==> config.mk <==
export PLATFORM = sky130hd
export DESIGN_NAME = vert_ucode_quicksort_unload
export DESIGN_NICKNAME = d
export VERILOG_FILES = /design/src/rtl/vert_ucode_quicksort_pkg.sv /design/src/rtl/vert_ucode_quicksort_unload_buf.sv /design/src/rtl/vert_ucode_quicksort_unload.sv
export SDC_FILE = /design/constraint.sdc
export NUM_CORES = 1
export LEC_CHECK = 0
export BUFFER_PORTS_ARGS = -buffer_cell sky130_fd_sc_hd__buf_2
export CORE_MARGIN = 2
export CORE_UTILIZATION = 53
export CTS_BUF_LIST = sky130_fd_sc_hd__clkbuf_8
export CTS_CLUSTER_DIAMETER = 120
export CTS_CLUSTER_SIZE = 40
export DETAILED_ROUTE_END_ITERATION = 16
export PLACE_DENSITY = 0.84
export SLEW_MARGIN = 20
export SYNTH_ARGS = -nofsm -noshare
export SYNTH_HDL_FRONTEND = slang
export SYNTH_SLANG_ARGS = --single-unit
==> constraint.sdc <==
create_clock -name clk -period 2.1 [get_ports clk]
set_input_delay 0.21 -clock clk [delete_from_list [all_inputs] [get_ports clk]]
set_output_delay 0.21 -clock clk [all_outputs]
set_load 0.02 [all_outputs]
==> src/rtl/vert_ucode_quicksort_pkg.sv <==
// Shared types and constants for the vertical-microcode quicksort bank engines.
// Both the enqueue and dequeue engines import this package.
package vert_ucode_quicksort_pkg;

    localparam int N                  = 16;
    localparam int W                  = 32;
    localparam int BANK_N             = 2;
    localparam int UNLOAD_BUF_D       = 4;
    localparam int DEQUEUE_FSM_BUSY_B = 2;

    // The signed count carries one bit beyond N so that N itself and
    // oversized requests remain representable before clamping.
    typedef logic signed [$clog2(N)+1:0]     n_t;
    typedef logic [$clog2(N):0]              cnt_t;
    typedef logic [$clog2(N)-1:0]            addr_t;
    typedef logic [$clog2(BANK_N)-1:0]       bank_n_t;
    typedef logic [W-1:0]                    w_t;
    typedef logic [$clog2(UNLOAD_BUF_D):0]   occ_t;

    typedef enum logic [2:0] {
        DEQUEUE_FSM_IDLE  = 3'b000,
        DEQUEUE_FSM_EMIT  = 3'b101,
        DEQUEUE_FSM_DRAIN = 3'b110
    } dequeue_fsm_t;

    typedef struct packed {
        logic lst;
        w_t   dat;
    } buf_ent_t;

    // Non-positive counts mean an empty bank; anything above N is capped at N.
    function automatic cnt_t clamp_count(input n_t n);
        if (n < n_t'(1))
            return '0;
        if (n > n_t'(N))
            return cnt_t'(N);
        return cnt_t'(n);
    endfunction

endpackage

==> src/rtl/vert_ucode_quicksort_unload_buf.sv <==
// Small output FIFO for the unload engine: holds {lst, dat} words returned by
// the bank memory until the downstream stream accepts them.
module vert_ucode_quicksort_unload_buf
    import vert_ucode_quicksort_pkg::*;
(
    input  logic     clk,
    input  logic     rst,
    input  logic     push,
    input  buf_ent_t push_ent,
    input  logic     pop,
    output occ_t     occ,
    output logic     head_vld,
    output buf_ent_t head_ent
);

    localparam int PW = $clog2(UNLOAD_BUF_D);

    typedef logic [PW-1:0] ptr_t;

    buf_ent_t mem [UNLOAD_BUF_D];
    ptr_t     wr_ptr;
    ptr_t     rd_ptr;
    logic     do_pop;

    assign do_pop = pop && head_vld;

    // NOTE: the storage array has no reset; only pointers and occupancy do,
    // and the head is forced to zero while empty so stale entries never leak.
    always_ff @(posedge clk) begin
        if (push)
            mem[wr_ptr] <= push_ent;
    end

    always_ff @(posedge clk or posedge rst) begin
        if (rst) begin
            wr_ptr <= '0;
            rd_ptr <= '0;
            occ    <= '0;
        end else begin
            if (push)
                wr_ptr <= wr_ptr + 1'b1;
            if (do_pop)
                rd_ptr <= rd_ptr + 1'b1;
            case ({push, do_pop})
                2'b10:   occ <= occ + 1'b1;
                2'b01:   occ <= occ - 1'b1;
                default: ;
            endcase
        end
    end

    assign head_vld = (occ != '0);
    assign head_ent = head_vld ? mem[rd_ptr] : '0;

endmodule

==> src/rtl/vert_ucode_quicksort_unload.sv <==
// Dequeue engine: reads a sorted bank in address order and streams it out,
// flagging the last word and pulsing done so the bank can return to idle.
module vert_ucode_quicksort_unload
    import vert_ucode_quicksort_pkg::*;
(
    input  logic    clk,
    input  logic    rst,
    input  logic    start_vld,
    input  bank_n_t start_bank,
    input  n_t      start_n,
    output logic    start_rdy,
    output logic    rd_en,
    output bank_n_t rd_bank,
    output addr_t   rd_addr,
    input  w_t      rd_dat,
    output logic    out_vld,
    output w_t      out_dat,
    output logic    out_lst,
    input  logic    out_rdy,
    output logic    done_vld,
    output bank_n_t done_bank,
    output logic    busy
);

    dequeue_fsm_t state;
    addr_t        last_addr;
    logic         rd_pend;
    logic         rd_pend_lst;
    occ_t         occ;
    buf_ent_t     push_ent;
    buf_ent_t     head_ent;
    logic         accept;
    logic         rd_is_last;
    logic         pop;
    cnt_t         start_cnt;

    assign start_cnt = clamp_count(start_n);
    assign start_rdy = (state == DEQUEUE_FSM_IDLE);
    assign accept    = start_vld && start_rdy;
    assign busy      = state[DEQUEUE_FSM_BUSY_B];

    // Issue only when every outstanding word is guaranteed a FIFO slot; this
    // depends on registered state alone, never on out_rdy.
    assign rd_en      = (state == DEQUEUE_FSM_EMIT) &&
                        ((occ + occ_t'(rd_pend)) < occ_t'(UNLOAD_BUF_D));
    assign rd_is_last = rd_en && (rd_addr == last_addr);
    assign pop        = out_vld && out_rdy;

    assign push_ent = '{lst: rd_pend_lst, dat: rd_dat};

    vert_ucode_quicksort_unload_buf u_buf (
        .clk      (clk),
        .rst      (rst),
        .push     (rd_pend),
        .push_ent (push_ent),
        .pop      (pop),
        .occ      (occ),
        .head_vld (out_vld),
        .head_ent (head_ent)
    );

    assign out_dat = head_ent.dat;
    assign out_lst = head_ent.lst;

    // NOTE: all state here is assigned with <= so every register samples the
    // pre-edge values regardless of statement order within the block.
    always_ff @(posedge clk or posedge rst) begin
        if (rst) begin
            state       <= DEQUEUE_FSM_IDLE;
            rd_bank     <= '0;
            rd_addr     <= '0;
            last_addr   <= '0;
            rd_pend     <= 1'b0;
            rd_pend_lst <= 1'b0;
            done_vld    <= 1'b0;
            done_bank   <= '0;
        end else begin
            done_vld    <= 1'b0;
            rd_pend     <= rd_en;
            rd_pend_lst <= rd_is_last;
            if (rd_en)
                rd_addr <= rd_addr + 1'b1;

            case (state)
                DEQUEUE_FSM_IDLE: begin
                    if (accept) begin
                        rd_bank <= start_bank;
                        rd_addr <= '0;
                        if (start_cnt == '0) begin
                            done_vld  <= 1'b1;
                            done_bank <= start_bank;
                        end else begin
                            last_addr <= addr_t'(start_cnt - 1'b1);
                            state     <= DEQUEUE_FSM_EMIT;
                        end
                    end
                end
                DEQUEUE_FSM_EMIT: begin
                    if (rd_is_last)
                        state <= DEQUEUE_FSM_DRAIN;
                end
                DEQUEUE_FSM_DRAIN: begin
                    if (pop && out_lst) begin
                        state     <= DEQUEUE_FSM_IDLE;
                        done_vld  <= 1'b1;
                        done_bank <= rd_bank;
                    end
                end
                default: state <= DEQUEUE_FSM_IDLE;
            endcase
        end
    end

endmodule

==> summary.md <==
| Metric | Value |
|---|---|
| Status | finished with violations |
| Failing checks | negative setup slack |
| Initial Utilization | 0.542 |
| CP max-delay cell | mux4_2 |
| GRT Overall Usage | 0.203 |
| Clock Skews | ~6.2 ps |
| Buf+Inv Stages, Crit Path | 3 |
| Largest net degree at the start of global routing | 35 |
| # setup viols final | 32 |
| Worst slew pin tran | between 800 and 900 ps |
| CTS Buffer Depth | 2 |
| Adder-Cell Fraction of Synth Area | 0.0174 |
| Final HPWL DP | between 7000 and 8000 um |
| Sequential cell area fraction in the yosys report | 0.734 |
| Endpoints failing hold | 0 |
| Core Footprint | ~11,000 um2 |
| Crit-path leading delay family | multiplexers |
| Avg Cell Area, Syn | 18.8 um2 |
| Worst Path Required | 1890 ps |
| Reg area | 4540 um2 |
| Syn-to-layout area delta | 28.5% |
| Setup ws final | -98.6 ps |
| Post-synthesis mux area share | 0.131 |
| Post-synth EDFFs | 132 |
| Vias | between 3,000 and 4,000 |
| Post-Synth Simple-Gate Area | 0.0637 |
| #FFs+latches synth | 155 |
| CP endpoint kind | output pin |
| Area of the multi-input gates | between 1500 and 2000 um2 |
| Reg clk slew, reported paths | 80 ps |
| IO Port Bufs | 86 |
| Hold slack | around 27 ps |
| RD Place Congestion | 0.782 |
| DRC errors left | 0 |
| Core Rows | 39 |
| Main combinational cell family by area after synthesis | multiplexers |
| Share of cells above drive strength 1 | 0.417 |
| Worst vdd ir | 906 uV |
| Pleak | slightly above 0.003 uW |
| Startpoint types | flip-flop |
| Setup TNS Final | -2290 ps |
| DRT antenna net count | 0 |
| Asr flop ratio synth | 0.148 |
| Die ar. | around 13,000 um2 |
| Syn Nets | roughly 380 |
| CTS tree | built |
| F_max | around 450 MHz |
| Avg Vias per Cell | 5.46 |
| Antenna violations before repair | 0 |
| Cells after Synth | 330 |
| Die H | ~110 um |
| Post-Synth XOR/XNOR Area | 0.0198 |
| Yosys cell types | 32 |
| Min Tclk post-route | 2200 ps |
| # clock sinks | 155 |
| CP cell instances | buf_4 > buf_16 > mux4_2 > and2_1 > buf_2 |
| First-pass GRT wire length | ~19,000 um |
| CTS Root Cell | clkbuf_8 |
| WS Path Type | flip-flop to output pin |
| # IOs | 87 |
| DRT Wirelength | ~12,000 um |
| Max-slew violations | 0 |
| Tcrit/Tclk final | 1.05 |
| Number of fill cells | a little under 700 |
| Yosys warns | 0 |
| Crit path max fanout | 6 |
| Ys flop type | edfxtp_1 |
| Unrepaired setup endpoints after global routing | yes |
| Non-Filler Instances | between 600 and 700 |
| Clock Latency Late Sink | 430 ps |
| Vias in the first global route | around 3,700 |
| Relative slew slack | 0.413 |
| H-tree depth | 4 |
| Inserted Diodes | 0 |
| Type of the worst min-delay path | input pin to flip-flop |
| MaxCap Viol Count | 0 |
| Die X-Extent | approximately 110 um |
| Crit path DAT | approximately 2000 ps |
| Mapped Area | 6190 um2 |
| Placed Cells | 560 |
| Final Net Count | around 530 |
| Pwr dens | ~1200 nW/um2 |
| TritonCTS buffer count | 17 |
| Drt first pass iters | 5 |
| Post-synthesis compound-gate area fraction | 0.0174 |
| Remaining global-route overflow | 0 |
| Worst stage delay on the critical path | between 400 and 500 ps |
| Routed len/inst | 19.0 um |
| Initial DRC Count | 222 |
==> cell type report <==
cell class | count | share of cell area
Clock buffer | 17 | 0.0294
Clock inverter | 14 | 0.0178
Inverter | 9 | 0.00425
Multi-Input combinational cell | 151 | 0.202
Sequential cell | 155 | 0.571
Tap cell | 143 | 0.0225
Timing Repair Buffer | 148 | 0.153
==> registers in the layout (all words and copies together) (netlist names), 2 cells and up <==
register	count
u_buf.mem	132
last_addr	4
u_buf.rd_ptr	2
u_buf.wr_ptr	2
state	3
rd_addr	4
u_buf.occ	3
==> timing repair <==
| item | CTS | global route |
|---|---|---|
| setup endpoints to repair | 33 | 35 |
| cloned | 2 | 0 |
| setup buffers | 8 | 4 |
| gates resized for setup | 67 | 4 |
| endpoints found under the hold margin | 134 | 0 |
| hold buffers | 32 | 0 |
==> worst reg2reg max path, cell delays in order (launching register included) <==
cell and delay (ps):
dfrtp_2 470, buf_12 170, buf_6 120, mux4_2 330
buf_4 120, inv_1 50, o32ai_2 280, mux2_4 340
==> metal layers <==
| layer | up-vias | global-route usage | part of all wire |
|---|---|---|---|
| li1 | 1568 | - | - |
| met1 | 1766 | 0.240 | 0.39 |
| met2 | 125 | 0.360 | 0.54 |
| met3 | 21 | 0.0616 | 0.060 |
| met4 | 0 | 0.0642 | 0.016 |
| met5 | - | 0 | 0 |
==> layout by cell type (no fill, tap or decap), types with 3 or more instances in the layout <==
cell type | netlist | final
dfrtp_1 | 23 | 21
nor2_1 | 6 | 6
buf_6 | 1 | 20
mux4_2 | 33 | 33
dlygate4sd3_1 | 0 | 32
buf_2 | 7 | 66
mux2i_1 | 3 | 3
buf_4 | 0 | 21
xor2_1 | 9 | 9
nor3_1 | 4 | 4
nand2_1 | 15 | 15
clkinv_2 | 0 | 4
and2_4 | 0 | 20
inv_1 | 9 | 14
a21oi_1 | 6 | 6
edfxtp_1 | 132 | 132
bufinv_16 | 0 | 3
o21ai_0 | 5 | 5
xnor2_1 | 5 | 5
clkbuf_8 | 0 | 17
and2_2 | 0 | 4
nand3_1 | 5 | 5
buf_12 | 0 | 5
ha_1 | 7 | 7
and2_1 | 38 | 14
==> cell families (layout without fill, tap and decap cells) <==
| group | Yosys count | count (layout) |
|---|---|---|
| simple gates | 73 | 73 |
| mux | 39 | 39 |
| fa+ha+maj | 8 | 8 |
| flops | 155 | 155 |
| buf+inv | 24 | 188 |
| xor+xnor | 14 | 14 |
| compound gates | 17 | 17 |
==> cells in the mapped netlist, types with 3 or more instances <==
cell type,number,share of area
a21oi_1,6,0.0049
and2_1,38,0.038
buf_2,7,0.0057
clkbuf_1,6,0.0036
dfrtp_1,23,0.093
edfxtp_1,132,0.64
ha_1,7,0.014
inv_1,9,0.0055
mux2i_1,3,0.0049
mux4_2,33,0.12
nand2_1,15,0.0091
nand3_1,5,0.0040
nor2_1,6,0.0036
nor3_1,4,0.0032
o21ai_0,5,0.0040
xnor2_1,5,0.0071
xor2_1,9,0.013
==> report_power, final <==
part | leakage (uW) | internal (uW) | total [uW] | switching, uW
clock network | 0.000213 | 1130 | 2100 | 962
registers | 0.00148 | 3520 | 3670 | 152
logic | 0.00133 | 2250 | 4100 | 1850
==> metrics by stage <==
| stage | util | total power (uW) | worst slack, ps | instance area, um2 |
|---|---|---|---|---|
| final | 0.697 | 9860 | -98.6 | 7950 |
| after global routing | 0.697 | 10300 | -162 | 7950 |
| after CTS | 0.692 | 9800 | -109 | 7910 |
| after detailed placement | 0.603 | 6780 | 159 | 6890 |
| after global placement | 0.603 | 6700 | 242 | 6890 |
| after floorplan | - | 5810 | 146 | 6190 |
==> final timing paths <==
path,startpoint,endpoint,slack (ps),depth (start not counted)
min reg2reg,rd_pend_lst,u_buf.mem[3][32],530,0
min,rd_dat[20],u_buf.mem[1][20],30,1
max reg2reg,u_buf.rd_ptr[0],done_bank,110,7
min in group asynchronous,rst,last_addr[1],360,3
max in group asynchronous,rst,u_buf.rd_ptr[1],1160,4
max,u_buf.rd_ptr[0],out_dat[15],-100,5
Note: power is estimated with default switching activity, not from simulation.
